**config.mk**
```make
export PLATFORM = sky130hd
export DESIGN_NAME = ov7670_stream_gen
export DESIGN_NICKNAME = d
export VERILOG_FILES = /design/src/rtl/ov7670_pkg.sv /design/src/rtl/ov7670_pattern_gen.sv /design/src/rtl/ov7670_stream_gen.sv
export SDC_FILE = /design/constraint.sdc
export NUM_CORES = 1
export LEC_CHECK = 0
export ABC_CLOCK_PERIOD_IN_PS = 4400
export BUFFER_PORTS_ARGS = -buffer_cell sky130_fd_sc_hd__buf_4
export CAP_MARGIN = 20
export CORE_MARGIN = 8
export CORE_UTILIZATION = 50
export DETAILED_ROUTE_END_ITERATION = 16
export GPL_ROUTABILITY_DRIVEN = 0
export PLACE_DENSITY = 0.7
export SLEW_MARGIN = 20
export SYNTH_ARGS = -nofsm -noshare
export SYNTH_HDL_FRONTEND = slang
export SYNTH_SLANG_ARGS = --single-unit
```
**constraint.sdc**
```tcl
create_clock -name clk -period 4.4 [get_ports clk]
set_input_delay 0.66 -clock clk [delete_from_list [all_inputs] [get_ports clk]]
set_output_delay 0.66 -clock clk [all_outputs]
set_load 0.05 [all_outputs]
```
**src/rtl/ov7670_pkg.sv**
```systemverilog
// Shared types and helpers for the OV7670 camera emulator.
// Holds the timing-state and pattern enums, the colour-bar palette and the RGB444 byte packer.
package ov7670_pkg;

    typedef enum logic [2:0] {
        IDLE,
        VSYNC,
        VBACK,
        ACTIVE,
        VFRONT
    } state_t;

    typedef enum logic [1:0] {
        PAT_BARS,
        PAT_ZEBRA,
        PAT_SOLID,
        PAT_RAMP
    } pattern_t;

    localparam logic [11:0] BAR_COLOURS [8] = '{
        12'hFFF, 12'hFF0, 12'h0FF, 12'h0F0,
        12'hF0F, 12'hF00, 12'h00F, 12'h000
    };

    // Even bytes carry red in the low nibble, odd bytes carry green and blue.
    function automatic logic [7:0] packByte(input logic [11:0] rgb, input logic phase);
        return phase ? rgb[7:0] : {4'h0, rgb[11:8]};
    endfunction

endpackage

```
**src/rtl/ov7670_pattern_gen.sv**
```systemverilog
// Combinational test-pattern source: maps a pixel coordinate and the latched
// frame settings to a 12-bit RGB444 colour.
module ov7670_pattern_gen
    import ov7670_pkg::*;
#(
    parameter int IMG_WIDTH = 320,
    parameter int STRIPE_H  = 16,
    parameter int X_W       = 9,
    parameter int Y_W       = 8
) (
    input  logic [X_W-1:0] i_x,
    input  logic [Y_W-1:0] i_y,
    input  logic [3:0]     i_frameCnt,
    input  pattern_t       i_pattern,
    input  logic [11:0]    i_solid,
    output logic [11:0]    o_rgb
);

    localparam int BAR_W        = IMG_WIDTH / 8;
    localparam int STRIPE_SHIFT = $clog2(STRIPE_H);

    always_comb begin
        o_rgb = 12'h000;
        unique case (i_pattern)
            PAT_BARS:  o_rgb = BAR_COLOURS[3'(int'(i_x) / BAR_W)];
            PAT_ZEBRA: o_rgb = (((int'(i_y) >> STRIPE_SHIFT) & 1) == 0) ? 12'hFFF : 12'h000;
            PAT_SOLID: o_rgb = i_solid;
            PAT_RAMP:  o_rgb = {4'(i_x), 4'(i_y), i_frameCnt};
            default:   o_rgb = 12'h000;
        endcase
    end

endmodule

```
**src/rtl/ov7670_stream_gen.sv**
```systemverilog
// OV7670 camera emulator: drives VSYNC/HREF/DATA in RGB444 two-byte format with
// programmable frame timing; every output is registered from the next-state values.
module ov7670_stream_gen
    import ov7670_pkg::*;
#(
    parameter int IMG_WIDTH   = 320,
    parameter int IMG_HEIGHT  = 240,
    parameter int H_BLANK     = 144,
    parameter int VSYNC_LINES = 3,
    parameter int V_BACK      = 17,
    parameter int V_FRONT     = 10,
    parameter int STRIPE_H    = 16
) (
    input  logic        clk,
    input  logic        rst,
    input  logic        enable,
    input  logic [1:0]  pattern_sel,
    input  logic [11:0] solid_rgb,
    output logic        vsync,
    output logic        href,
    output logic [7:0]  data,
    output logic        frame_start,
    output logic        frame_done,
    output logic        busy
);

    localparam int LINE_CLKS   = 2 * IMG_WIDTH + H_BLANK;
    localparam int ACTIVE_CLKS = 2 * IMG_WIDTH;
    localparam int MAX_A       = (VSYNC_LINES > V_BACK) ? VSYNC_LINES : V_BACK;
    localparam int MAX_B       = (IMG_HEIGHT > V_FRONT) ? IMG_HEIGHT : V_FRONT;
    localparam int MAX_LINES   = (MAX_A > MAX_B) ? MAX_A : MAX_B;
    localparam int COL_W       = (LINE_CLKS > 1) ? $clog2(LINE_CLKS) : 1;
    localparam int LINE_W      = (MAX_LINES > 1) ? $clog2(MAX_LINES) : 1;
    localparam int X_W         = (IMG_WIDTH > 1) ? $clog2(IMG_WIDTH) : 1;

    state_t             r_state;
    logic [COL_W-1:0]   r_col;
    logic [LINE_W-1:0]  r_line;
    pattern_t           r_pattern;
    logic [11:0]        r_solid;
    logic [3:0]         r_frameCnt;
    logic               r_vsync, r_href, r_frameStart, r_frameDone, r_busy;
    logic [7:0]         r_data;

    state_t             w_nextState;
    logic [COL_W-1:0]   w_nextCol;
    logic [LINE_W-1:0]  w_nextLine;
    logic               w_colLast, w_lineLast, w_enterVsync;
    logic               w_vsync, w_href, w_frameDone, w_busy;
    logic [7:0]         w_data;
    logic [11:0]        w_rgb;

    ov7670_pattern_gen #(
        .IMG_WIDTH (IMG_WIDTH),
        .STRIPE_H  (STRIPE_H),
        .X_W       (X_W),
        .Y_W       (LINE_W)
    ) u_patternGen (
        .i_x        (X_W'(w_nextCol >> 1)),
        .i_y        (w_nextLine),
        .i_frameCnt (r_frameCnt),
        .i_pattern  (r_pattern),
        .i_solid    (r_solid),
        .o_rgb      (w_rgb)
    );

    // Column wraps every line; the line counter restarts in each new state.
    always_comb begin
        w_nextState = r_state;
        w_nextCol   = '0;
        w_nextLine  = '0;
        w_colLast   = (r_col == COL_W'(LINE_CLKS - 1));
        w_lineLast  = 1'b0;
        unique case (r_state)
            VSYNC:   w_lineLast = (r_line == LINE_W'(VSYNC_LINES - 1));
            VBACK:   w_lineLast = (r_line == LINE_W'(V_BACK - 1));
            ACTIVE:  w_lineLast = (r_line == LINE_W'(IMG_HEIGHT - 1));
            VFRONT:  w_lineLast = (r_line == LINE_W'(V_FRONT - 1));
            default: w_lineLast = 1'b0;
        endcase
        if (r_state == IDLE) begin
            if (enable) w_nextState = VSYNC;
        end else if (!w_colLast) begin
            w_nextCol  = r_col + COL_W'(1);
            w_nextLine = r_line;
        end else if (!w_lineLast) begin
            w_nextLine = r_line + LINE_W'(1);
        end else begin
            unique case (r_state)
                VSYNC:   w_nextState = VBACK;
                VBACK:   w_nextState = ACTIVE;
                ACTIVE:  w_nextState = VFRONT;
                VFRONT:  w_nextState = enable ? VSYNC : IDLE;
                default: w_nextState = IDLE;
            endcase
        end
        w_enterVsync = (w_nextState == VSYNC) && (r_state != VSYNC);
    end

    always_comb begin
        w_vsync     = (w_nextState == VSYNC);
        w_href      = (w_nextState == ACTIVE) && (w_nextCol < COL_W'(ACTIVE_CLKS));
        w_data      = w_href ? packByte(w_rgb, w_nextCol[0]) : 8'h00;
        w_frameDone = (w_nextState == ACTIVE)
                    && (w_nextLine == LINE_W'(IMG_HEIGHT - 1))
                    && (w_nextCol == COL_W'(ACTIVE_CLKS - 1));
        w_busy      = (w_nextState != IDLE);
    end

    // Frame settings are captured only when a frame begins, so mid-frame changes wait.
    always_ff @(posedge clk) begin
        if (rst) begin
            r_state      <= IDLE;
            r_col        <= '0;
            r_line       <= '0;
            r_pattern    <= PAT_BARS;
            r_solid      <= 12'h000;
            r_frameCnt   <= 4'd0;
            r_vsync      <= 1'b0;
            r_href       <= 1'b0;
            r_data       <= 8'h00;
            r_frameStart <= 1'b0;
            r_frameDone  <= 1'b0;
            r_busy       <= 1'b0;
        end else begin
            r_state      <= w_nextState;
            r_col        <= w_nextCol;
            r_line       <= w_nextLine;
            if (w_enterVsync) begin
                r_pattern  <= pattern_t'(pattern_sel);
                r_solid    <= solid_rgb;
                r_frameCnt <= r_frameCnt + 4'd1;
            end
            r_vsync      <= w_vsync;
            r_href       <= w_href;
            r_data       <= w_data;
            r_frameStart <= w_enterVsync;
            r_frameDone  <= w_frameDone;
            r_busy       <= w_busy;
        end
    end

    assign vsync       = r_vsync;
    assign href        = r_href;
    assign data        = r_data;
    assign frame_start = r_frameStart;
    assign frame_done  = r_frameDone;
    assign busy        = r_busy;

endmodule

```
After elaboration in Yosys (flattened, before gate mapping):

Memories as Yosys holds them, arrays and structs flattened.
Cells that the tools add are included.

* flip-flop bits (word level): 52
* memory bits (read-only): 96
* input port bits: 17
* output and inout port bits: 13
* memories: 1

Memory list
* (no name shown): words 8, width 12, read ports 1, clocked after memory_dff 0, wr ports 0, line ov7670_pattern_gen.sv:25 `PAT_BARS: o_rgb = BAR_COLOURS[3'(int'(i_x) / BAR_W)];`

* $add $sub $neg: 3
* div/mod/pow operators: 1
* magnitude comparators: 2
* eq/ne operators: 17
* mux-type cells: 17
* bitwise logic cells: 3
* reduce and logical (&&, ||, !) cells: 10

Operator list (number)
* 12-bit one-hot mux with 4 select lines: 1
* 12-bit two-way mux: 3
* 10-bit by 7-bit divider with 32-bit output (second input constant): 1
* 32-bit zero test: 1
* 8-bit two-way mux: 3
* 10-bit equality test (second input constant): 2
* 10-bit two-way mux: 2
* 8-bit equality test (second input constant): 2
* 3-bit two-way mux: 4
* 3-bit one-hot mux with 4 select lines: 1
* 10-bit by 1-bit adder with 10-bit output (second input constant): 1
* 10-bit less-than comparator (second input constant): 1
* 3-bit by 2-bit equality test with 1-bit output (second input constant): 3
* 8-bit by 1-bit adder with 8-bit output (second input constant): 1
* 8-bit by 2-bit equality test with 1-bit output (second input constant): 1
* 8-bit by 4-bit equality test with 1-bit output (second input constant): 1
* 8-bit by 5-bit equality test with 1-bit output (second input constant): 1
* 3-bit by 1-bit equality test with 1-bit output (second input constant): 2
* 4-bit by 1-bit adder with 4-bit output (second input constant): 1
* 2-bit equality test (second input constant): 2
* 3-bit by 4-bit greater-or-equal comparator with 1-bit output (second input constant): 1
* 1-bit logical AND: 4
* 4-bit two-way mux: 1
* 1-bit one-hot mux with 4 select lines: 1
* other kinds (11): 12

Logic depth before layout (Yosys ltp):

Gate-level depths: netlist of the first run.

* depth after elaboration: 10
* depth in mapped cells: 17
* gate-level depth less buffers: 16

Hierarchy:

Synthesis of the first run repeated with hierarchy kept, for this count alone.

* cell total of the unflattened synthesis: 402
* area total of the unflattened synthesis: 3175.5 µm²

By module, submodules not included
* ov7670_stream_gen: times used 1, cells each 306, area an instance 2524.9 µm², seq. area each 1041.0 µm²
* ov7670_pattern_gen: times used 1, cells each 96, area an instance 650.6 µm², seq. area each 0.0 µm²

Least setup slack after synthesis of the first run:

OpenSTA, ideal clock, no wires.

* path type: register -> register
* from: register r_col[0]
* to: register r_data[0], in the netlist data[0]
* setup time: 0.086 ns
* data arrival time: 3.865 ns
* path slack: 0.450 ns
* stages on the path, launching flop included: 18
* path buffers: 2
* period minus slack after synthesis: 3.950 ns
* cell sequence: dfxtp_1 -> ha_1 -> and3_1 -> clkbuf_8 -> a31oi_1 -> o21ai_4 -> inv_2 -> ha_1 -> nand2b_1 -> a211oi_1 -> nor2_2 -> or3_1 -> buf_2 -> a211o_1 -> and3_4 -> a211oi_2 -> a41oi_2 -> a211oi_1

* cells in the longest elaborated chain, start to end: 10

RTL lines
* from (decl): line ov7670_stream_gen.sv:37 `logic [COL_W-1:0] r_col;`
* from (signal assigned): line ov7670_stream_gen.sv:127 `r_col <= w_nextCol;`
* 10-bit by 1-bit adder with 10-bit output or 10-bit equality test (tied branches): line ov7670_stream_gen.sv:84, ov7670_stream_gen.sv:72
* 10-bit two-way mux *: line ov7670_stream_gen.sv:83 `end else if (!w_colLast) begin`
* 10-bit two-way mux *: line ov7670_stream_gen.sv:81 `if (r_state == IDLE) begin`
* net u_patternGen.i_x[8]: line ov7670_pattern_gen.sv:11 `input logic [X_W-1:0] i_x,`
* 10-bit by 7-bit divider with 32-bit output: line ov7670_pattern_gen.sv:25
* 3-bit NOT (not written as such): line ov7670_pattern_gen.sv:25
* memory 8 x 12 bit
* 12-bit two-way mux (not written as such) (2 in series): line ov7670_pattern_gen.sv:25
* 12-bit one-hot mux with 4 select lines: line ov7670_pattern_gen.sv:24 `unique case (i_pattern)`
* 4-bit two-way mux: line ov7670_pkg.sv:27 `return phase ? rgb[7:0] : {4'h0, rgb[11:8]};`
* to (signal assigned): line ov7670_stream_gen.sv:136 `r_data <= w_data;`
* to (decl): line ov7670_stream_gen.sv:43 `logic [7:0] r_data;`

The timed path passes the listed nets; every way through them passes the cells marked *. The select of a mux whose other input is x is not followed.
A chain may end at the register's enable or synchronous reset.

Worst setup path after layout of the first run:

* from: register r_col[0]
* to: register r_data[0], in the netlist data[0]

* cells in the longest elaborated chain, start to end: 10

RTL lines (line)
* 10-bit by 1-bit adder with 10-bit output or 10-bit equality test (tied branches): ov7670_stream_gen.sv:84, ov7670_stream_gen.sv:72
* 10-bit two-way mux: ov7670_stream_gen.sv:83
* 10-bit two-way mux: ov7670_stream_gen.sv:81
* 10-bit by 7-bit divider with 32-bit output: ov7670_pattern_gen.sv:25
* 3-bit NOT (not written as such): ov7670_pattern_gen.sv:25
* memory 8 x 12 bit
* 12-bit two-way mux (not written as such) (2 in series): ov7670_pattern_gen.sv:25
* 12-bit one-hot mux with 4 select lines: ov7670_pattern_gen.sv:24
* 4-bit two-way mux: ov7670_pkg.sv:27

Parallel ways exist; a longest one is shown, timed or not. The select of a mux whose other input is x is not followed.

==> reports/results.txt, run 1 <==
Power per cell area = 257 nW/um^2
IO Pins = 30
Syn Area/Cell = 7.94 um^2
CP endpoint kind = flop
Worst slew pin tran = 845 ps
HP Class = flop to flop
Layout area overhead = 10.8%
Sequential fraction of the synthesis area = 0.318
Initial Util = 0.516
Worst Path Required = 4620 ps
Max Clk Rate = 243 MHz
Depth of the CTS H-tree = 2
# fillers = 592
Vias = 3167
Vias per inst = 6.22
Critical Path Most Common Cell = ha_1
CTS Root Buffer Type = clkbuf_8
Final setup vio count = 0
Dpl hpwl = 6390 um
Critical-path maximum fanout = 8
Post-Syn Instances = 413
Pleak = 1.29 nW
Slowest cell on crit path = nor4_1
Critical path class = flop to flop
Sequential Area = 1040 um^2
Pin count of the biggest net entering global routing = 43
Status = complete, no violations
Slowest stage delay, CP = 410 ps
All-Layer GR Usage = 0.177
RSZ-0062 raised after global routing = false
Final antenna-violating net count = 0
Vias in the first global route = 2923
Total grt overflow = 0
Final period util = 0.935
Antenna cell count = 0
Area of the multi-input gates = 2060 um^2
Post-synth EDFFs = 0
Final TNS setup = 0 ps
MaxCap Viol Count = 0
DIE WIDTH = 97.0 um
Post-synth top flop = dfxtp_1
Worst Setup SP = r_col[0]
DRT Pass-1 Iters = 5
Critical Path AT = 4340 ps
Core Rows = 29
Most frequent cells in the layout = 56 x nand2_1, 51 x dfxtp_1, 38 x nor2_1, 38 x buf_4, 29 x a21oi_1
Initial antenna violation count = 0
Maximum buffer depth of the clock tree = 2
IO buf count = 29
Final core occ = 0.572
End of the critical path = data[0]
Avg WL per Cell = 16.7 um
Mapped cell area = 3280 um^2
Detailed Route Iter0 Violations = 144
Die H = 97.0 um
Fin. Hold Viols = 0
WHS = 460 ps
Die area = 9400 um^2
Worst-Skew Late Latency = 310 ps
Worst reg-to-reg setup slack = 290 ps
Worst-path clk slew = 90 ps
Syn Nets = 434
Asr flop ratio synth = 0
Max-slew violation count = 0
Most common cell after layout, fill and taps aside = nand2_1
R2r worst-path depth = 15
Synthesized flop and latch total = 52
Max VDD drop = 0.000189 V
Fin nets = 452
Synth unique cells = 80
CTS sink cnt = 52
Synth warn = 0
Reg-to-reg endpoint = data[0]
CP startpoint kind = flop
Rel. slew slack = 0.437
R2r startpoint = r_col[0]
Hold_buf cts = 0
Crit path time final = 4110 ps
Final wirelength = 8500 um
First-pass GRT wire length = 14300 um
Crit path cell chain = ha_1 -> and3_2 -> a31o_2 -> a211o_1 -> inv_1 -> ha_1 -> nand2b_1 -> a211oi_2 -> nor3_1 -> nor4_1 -> a21oi_1 -> or2_2 -> a211oi_4 -> a41oi_2 -> a211oi_1
Core area = 6350 um^2
Worst Skew = 6.05 ps
DRC Markers = 0
CTS Buf Count = 5
Ratio of cells with drive above 1 in the final layout = 0.183
CTS tree = done
## cell type report
class                   count  area share
repair buffers             38      0.0786
flip-flops and latches     52       0.287
clock buffers               6      0.0200
clock inverters             2      0.0107
multi-input cells         324       0.567
well taps                  77      0.0265
inverters                  10      0.0103
## kinds of logic (layout without fill, tap and decap cells)
| group | Yosys count | count (layout) | synth area share |
|---|---|---|---|
| mux | 4 | 4 | 0.0122 |
| compound gates | 105 | 105 | 0.230 |
| flops | 52 | 52 | 0.318 |
| fa+ha+maj | 4 | 4 | 0.0153 |
| simple gates | 195 | 195 | 0.316 |
| xor+xnor | 16 | 16 | 0.0427 |
| buf+inv | 37 | 56 | 0.0664 |
## cells in the mapped netlist (all sizes together), types with 2 or more instances
cell / number / area share
nand3b: 2 / 0.0046
nor3: 20 / 0.035
nand2b: 5 / 0.0095
xnor2: 10 / 0.027
nor4: 9 / 0.019
nand3: 16 / 0.024
a21o: 2 / 0.0046
a211o: 2 / 0.0053
o21a: 2 / 0.0046
and2: 3 / 0.0061
xor2: 6 / 0.016
a31o: 2 / 0.0053
dfxtp: 52 / 0.32
a31oi: 5 / 0.011
a221oi: 3 / 0.0080
nand4: 10 / 0.021
nand2: 56 / 0.064
nor2: 39 / 0.045
ha: 4 / 0.015
and4: 2 / 0.0057
o31ai: 6 / 0.015
buf: 9 / 0.023
a2111oi: 3 / 0.014
nor2b: 4 / 0.0076
or3: 9 / 0.019
o211a: 2 / 0.0061
o21ai: 18 / 0.031
a21oi: 30 / 0.047
inv: 9 / 0.010
nor3b: 3 / 0.0069
o31a: 2 / 0.0053
nor4b: 4 / 0.017
clkbuf: 17 / 0.029
a211oi: 18 / 0.043
mux2i: 4 / 0.012
and3: 8 / 0.017
## where the power goes
| group | internal [mW] | leakage (nW) | switching, mW | total, mW |
|---|---|---|---|---|
| Clock | 0.172 | 0.0558 | 0.160 | 0.332 |
| Combinational | 0.0401 | 0.810 | 0.0643 | 0.104 |
| Sequential | 0.484 | 0.423 | 0.0141 | 0.498 |
| Total | 0.696 | 1.29 | 0.238 | 0.935 |
## flip-flops by register name, indices dropped and copies added (netlist names)
name / count
r_frameCnt: 4
href: 1
vsync: 1
r_pattern: 2
r_solid: 12
busy: 1
r_col: 10
r_state: 3
frame_done: 1
r_line: 8
data: 8
frame_start: 1
## how the worst min path moves through the flow
stage,to,from,cells past startpoint
2_1_floorplan,r_solid[6],r_solid[6],2
3_3_place_gp,r_solid[6],r_solid[6],2
3_5_place_dp,r_solid[5],r_solid[5],2
4_1_cts,r_solid[3],r_solid[3],2
5_1_grt,r_solid[2],r_solid[2],2
6_report,r_solid[5],r_solid[5],2
## timing repair
action / in CTS / in global routing
buffers inserted: 0 / 0
setup endpoints to repair: 0 / 4
resized for setup: 0 / 8
## routing by layer
layer  vias up  GRT usage  part of all wire
li1       1549          -                 -
met1      1482      0.224              0.44
met2       117      0.290              0.48
met3        19     0.0370             0.056
met4         0     0.0615             0.020
met5         -          0                 0
## worst max-delay path, delay by kind of cell, from the launching register on
family | cells | cell delay [ps]
AOI/OAI and AO/OA | 7 | 1660
and+or+nand+nor | 5 | 1330
adders and majority gates | 2 | 560
DFF | 1 | 370
buffers and inverters | 1 | 110
## per-stage QoR
stage          instance area, um^2  worst slack, ps  instances  total power [mW]
2_1_floorplan                 3280              450        413             0.581
3_3_place_gp                  3480              263        501             0.611
3_5_place_dp                  3480             79.4        501             0.612
4_1_cts                       3590             47.1        509             0.942
5_1_grt                       3630             18.7        509             0.974
6_report                      3630              288        509             0.935
(Power assumes the default switching activity.)
==> run 2: changes to the inputs <==
--- a/config.mk
+++ b/config.mk
@@ -5,6 +5,7 @@
 export SDC_FILE = /design/constraint.sdc
 export NUM_CORES = 1
 export LEC_CHECK = 0
+export ABC_AREA = 1
 export ABC_CLOCK_PERIOD_IN_PS = 4400
 export BUFFER_PORTS_ARGS = -buffer_cell sky130_fd_sc_hd__buf_4
 export CAP_MARGIN = 20
@@ -13,6 +14,7 @@
 export DETAILED_ROUTE_END_ITERATION = 16
 export GPL_ROUTABILITY_DRIVEN = 0
 export PLACE_DENSITY = 0.7
+export SKIP_CTS_REPAIR_TIMING = 1
 export SLEW_MARGIN = 20
 export SYNTH_ARGS = -nofsm -noshare
 export SYNTH_HDL_FRONTEND = slang
==> run 2 against run 1 <==
Net effect:
- worst hold slack better by 2.7 ps
- sequential share of layout area is 2.4 points higher
- maximum frequency is 43% higher
- design area is 7.7% lower
- combinational power is 30% higher
- critical path type unchanged
- global-route usage is 1.5 points lower
- power is 1.4% lower
==> reports/results.txt, run 2 <==
Status = complete, no violations
Synth unique cells = 37
Most frequent cells in the layout = 64 x inv_1, 59 x nor2_1, 56 x nand2_1
Sequential fraction of the synthesis area = 0.350
Vias per inst = 5.21
Total grt overflow = 0
Critical path class = flop to flop
Final setup vio count = 0
Synth warn = 0
Max VDD drop = 0.000177 V
Detailed Route Iter0 Violations = 168
IO Pins = 30
Synth top area share = 0.350
Final wirelength = 6800 um
Maximum buffer depth of the clock tree = 2
Mapped cell area = 2970 um^2
Final TNS setup = 0 ps
Initial Util = 0.508
Top post-synthesis cells by area = dfxtp_1 35%, inv_1 8.1%, nor2_1 7.4%
Fin. Hold Viols = 0
CP startpoint kind = flop
Worst Skew = 7.49 ps
Most common cell after layout, fill and taps aside = inv_1
Final period util = 0.653
Slowest cell on crit path = dfxtp_1
Top flop regs = r_solid (12), r_col (10)
Asr flop ratio synth = 0
CTS sink cnt = 52
Critical Path AT = 3110 ps
MaxCap Viol Count = 0
Top-count cell post-synth = inv_1
CP endpoint kind = flop
Layout area overhead = 12.7%
Rel. slew slack = 0.700
Post-synth top flop = dfxtp_1
Crit path cell chain = ha_1 -> nand2_2 -> nor2_8 -> nand2_1 -> nand2_1 -> nand2_2 -> nand3_2 -> nand2_4 -> ha_1 -> o21ai_2 -> inv_1 -> a31oi_2 -> nand3_2 -> nand2_1 -> nand2_1 -> nor2_2 -> nand3_2 -> a21oi_1
Critical Path Most Common Cell = nand2_1
DRT Pass-1 Iters = 4
Ratio of cells with drive above 1 in the final layout = 0.198
CTS tree = done
Initial antenna violation count = 0
Max-slew violation count = 0
Core Rows = 28
CTS Root Buffer Type = clkbuf_8
WHS = 462 ps
Max Clk Rate = 348 MHz
Die area = 8670 um^2
DRC Markers = 0
Synthesized flop and latch total = 52
Post-Syn Instances = 419
Syn Area/Cell = 7.10 um^2
Antenna cell count = 0
Avg WL per Cell = 13.0 um
Depth of the CTS H-tree = 2
# fillers = 560
Most flop-heavy register = r_solid
DIE WIDTH = 93.1 um
Slowest stage delay, CP = 370 ps
Dpl hpwl = 5250 um
Vias = 2732
HP Class = flop to flop
Largest register FFs = 12
Power per cell area = 275 nW/um^2
RSZ-0062 raised after global routing = false
Worst Path Required = 4640 ps
Worst slew pin tran = 449 ps
Crit path time final = 2870 ps
Fin nets = 469
Pre-CTS setup slack = 1580 ps
Pin count of the biggest net entering global routing = 32
Commonest cells post-synth = 64 x inv_1, 59 x nor2_1, 56 x nand2_1, 52 x dfxtp_1, 30 x a21oi_1
Final antenna-violating net count = 0
Vias in the first global route = 2658
Syn Nets = 440
All-Layer GR Usage = 0.162
Post-synth EDFFs = 0
Final WS setup = 1530 ps
CTS Buf Count = 5
Synth area leader = dfxtp_1
First-pass GRT wire length = 11600 um
Worst-path clk slew = 100 ps
Worst-Skew Late Latency = 310 ps
Pleak = 1.55 nW
IO buf count = 29
Core area = 5850 um^2
Die H = 93.1 um
Critical-path maximum fanout = 5
-- run 2: changes by cell type in the layout (fill, tap and decap cells not counted), sizes merged, moves of 14 or more --
| cell | before | now |
|---|---|---|
| nand2 | 56 | 77 |
| nor2 | 39 | 67 |
| nor3 | 20 | 5 |
| nand3 | 16 | 31 |
| a211oi | 18 | 1 |
| inv | 10 | 70 |
| o21ai | 18 | 32 |
-- run 2: metal layers --
layer | GRT usage | vias up | routed length [um]
met4 | 0.0483 | 0 | 72
met3 | 0.0321 | 8 | 218
li1 | - | 1428 | -
met2 | 0.266 | 43 | 3230
met5 | 0 | - | 0
met1 | 0.208 | 1253 | 3280
-- run 2: kinds of logic after synthesis --
family / count (synthesis) / share of synthesized area
AO/OA/AOI/OAI: 82 / 0.163
XOR/XNOR: 7 / 0.0206
buffers and inverters: 79 / 0.101
AND/OR/NAND/NOR: 195 / 0.348
adder cells (fa/ha/maj): 4 / 0.0168
flip-flops: 52 / 0.350
-- run 2: worst paths after layout --
kind / from / slack (ps) / end / cells after the start
worst max-delay path: r_col[0] / 1530 / data[3] / 18
worst min-delay path: r_solid[1] / 460 / r_solid[1] / 2
worst max register to register: r_col[0] / 1530 / data[3] / 18
worst min register to register: r_solid[1] / 460 / r_solid[1] / 2
-- run 2: worst max-delay path, delay by kind of cell (launching register included) --
kind | cells | cell delay [ps]
flip-flops | 1 | 370
adder cells (fa/ha/maj) | 2 | 500
AO/OA/AOI/OAI | 3 | 690
AND/OR/NAND/NOR | 12 | 1140
buffers and inverters | 1 | 100
-- run 2: per-stage QoR --
stage | power, mW | util | area (um^2) | instances
detailed placement | 0.649 | 0.557 | 3260 | 516
CTS | 0.924 | 0.573 | 3350 | 524
floorplan | 0.608 | - | 2970 | 419
finish | 0.922 | 0.573 | 3350 | 524
global placement | 0.648 | 0.557 | 3260 | 516
global route | 0.963 | 0.573 | 3350 | 524
-- run 2: layout make-up --
cell class	count	area, um^2	share of cell area
repair buffers	30	225	0.0672
clock buffers	5	68.8	0.0205
clock inverters	3	22.5	0.00672
inverters	71	269	0.0803
multi-input cells	288	1630	0.487
well taps	75	93.8	0.0280
flip-flops and latches	52	1040	0.311
-- run 2: where the power goes --
group | total, mW | switching [mW] | internal (mW)
sequential | 0.504 | 0.0104 | 0.493
clock | 0.283 | 0.169 | 0.114
combinational | 0.135 | 0.0915 | 0.0437
total | 0.922 | 0.271 | 0.651
==> run 3: changes to the inputs <==
--- a/config.mk
+++ b/config.mk
@@ -6,7 +6,7 @@
 export NUM_CORES = 1
 export LEC_CHECK = 0
 export ABC_AREA = 1
-export ABC_CLOCK_PERIOD_IN_PS = 4400
+export ABC_CLOCK_PERIOD_IN_PS = 3000
 export BUFFER_PORTS_ARGS = -buffer_cell sky130_fd_sc_hd__buf_4
 export CAP_MARGIN = 20
 export CORE_MARGIN = 8
==> constraint.sdc (replaced) <==
create_clock -name clk -period 3 [get_ports clk]
set_input_delay 0.45 -clock clk [delete_from_list [all_inputs] [get_ports clk]]
set_output_delay 0.45 -clock clk [all_outputs]
set_load 0.05 [all_outputs]
==> run 3 against run 2 <==
Net effect:
- flip-flop and latch count is the same
- clock-buffer cell count unchanged
- clock power increased by 50%
- die area did not move
- cell count is 0.19% higher
- global-route usage is 0.059 points higher
==> reports/results.txt, run 3 (synthesized netlist as in run 2, its figures left out) <==
CTS Buf Count = 5
Final instance area = 3400 um^2
IO Pins = 30
Die H = 93.1 um
Max Clk Rate = 365 MHz
Pin count of the biggest net entering global routing = 32
Top flop regs = r_solid (12), r_col (10)
DP Cell Count = 517
DRC Markers = 0
Vias = 2738
Final antenna-violating net count = 0
Final setup vio count = 0
Fin cells = 525
Psw = 403 uW
Area of the multi-input gates = 1650 um^2
Detailed Route Iter0 Violations = 139
Worst slew pin tran = 424 ps
Avg WL per Cell = 13.0 um
DRT Pass-1 Iters = 4
Core area = 5850 um^2
Antenna cell count = 0
Most flop-heavy register = r_solid
Pleak = 1.56 nW
IO buf count = 29
CP endpoint kind = flop
Final WS setup = 264 ps
All-Layer GR Usage = 0.163
CTS sink cnt = 52
Maximum buffer depth of the clock tree = 2
CTS Root Buffer Type = clkbuf_8
Initial Util = 0.508
Final core occ = 0.581
Die area = 8670 um^2
RSZ-0062 raised after global routing = false
First-pass GRT wire length = 11700 um
CTS tree = done
Power per cell area = 403 nW/um^2
Critical-path maximum fanout = 5
Most frequent cells in the layout = 64 x inv_1, 59 x nor2_1, 56 x nand2_1
Worst-Skew Late Latency = 310 ps
WHS = 382 ps
Ratio of cells with drive above 1 in the final layout = 0.207
Crit path time final = 2740 ps
Comb power frac = 0.149
Most common cell after layout, fill and taps aside = inv_1
Sequential Area = 1040 um^2
Slowest cell on crit path = dfxtp_1
Power share of the sequential group = 0.540
Worst Skew = 6.67 ps
Critical Path Most Common Cell = nand3_2
Total grt overflow = 0
Largest register FFs = 12
Critical path class = flop to flop
DP Area = 3280 um^2
Power share of the clock group = 0.311
Pre-CTS setup slack = 161 ps
Design Power = 1.37 mW
Final period util = 0.912
Slowest stage delay, CP = 360 ps
Rel. slew slack = 0.717
Sw frac = 0.294
Initial antenna violation count = 0
Max VDD drop = 0.000339 V
Worst-path clk slew = 100 ps
HP Class = input pin to flop
Crit path cell chain = ha_2 -> nand2_2 -> nor2_8 -> nand3_1 -> nand2_2 -> nand3_2 -> nand2_4 -> ha_4 -> o21ai_4 -> inv_1 -> a31oi_2 -> nand3_2 -> nand2_1 -> nand2_1 -> nor2_2 -> nand3_2 -> a21oi_1
Layout area overhead = 14.4%
CP startpoint kind = flop
Core Rows = 28
# fillers = 530
Fin nets = 470
Dpl hpwl = 5180 um
Vias per inst = 5.22
MaxCap Viol Count = 0
Fin. Hold Viols = 0
Depth of the CTS H-tree = 2
DIE WIDTH = 93.1 um
Cell Int Power = 966 uW
Final wirelength = 6820 um
Final TNS setup = 0 ps
Worst Path Required = 3250 ps
Status = complete, no violations
Vias in the first global route = 2590
Critical Path AT = 2980 ps
Max-slew violation count = 0
[run 3: area by class of cell]
cell class	instances	share of cell area
clock inverters	3	0.00810
repair buffers	31	0.0721
well taps	75	0.0276
multi-input cells	288	0.486
inverters	71	0.0791
clock buffers	5	0.0202
flip-flops and latches	52	0.307
[run 3: power by group through the flow]
stage	clock (mW)	sequential [mW]	combinational, mW
finish	0.425	0.739	0.204
global route	0.459	0.743	0.230
CTS	0.435	0.739	0.205
detailed placement	0	0.755	0.204
global placement	0	0.754	0.205
floorplan	0	0.764	0.128
[run 3: final timing paths]
kind                 from  slack (ps)          to  cells past startpoint
max reg2reg      r_col[1]         260     data[1]                     17
max              r_col[1]         260     data[1]                     17
min reg2reg    r_solid[1]         460  r_solid[1]                      2
min          solid_rgb[3]         380  r_solid[3]                      3
[run 3: routing by layer]
layer	wire length, um	global-route usage	vias to the layer above
met5	0	0	-
met4	40	0.0362	0
met3	347	0.0377	5
met2	3240	0.270	59
met1	3190	0.208	1244
li1	-	-	1430
[run 3: critical path: cells and delay by family (launching register included)]
family,cells,cell delay (ps)
buf+inv,1,90
simple gates,11,1210
fa+ha+maj,2,410
compound gates,3,610
flops,1,360
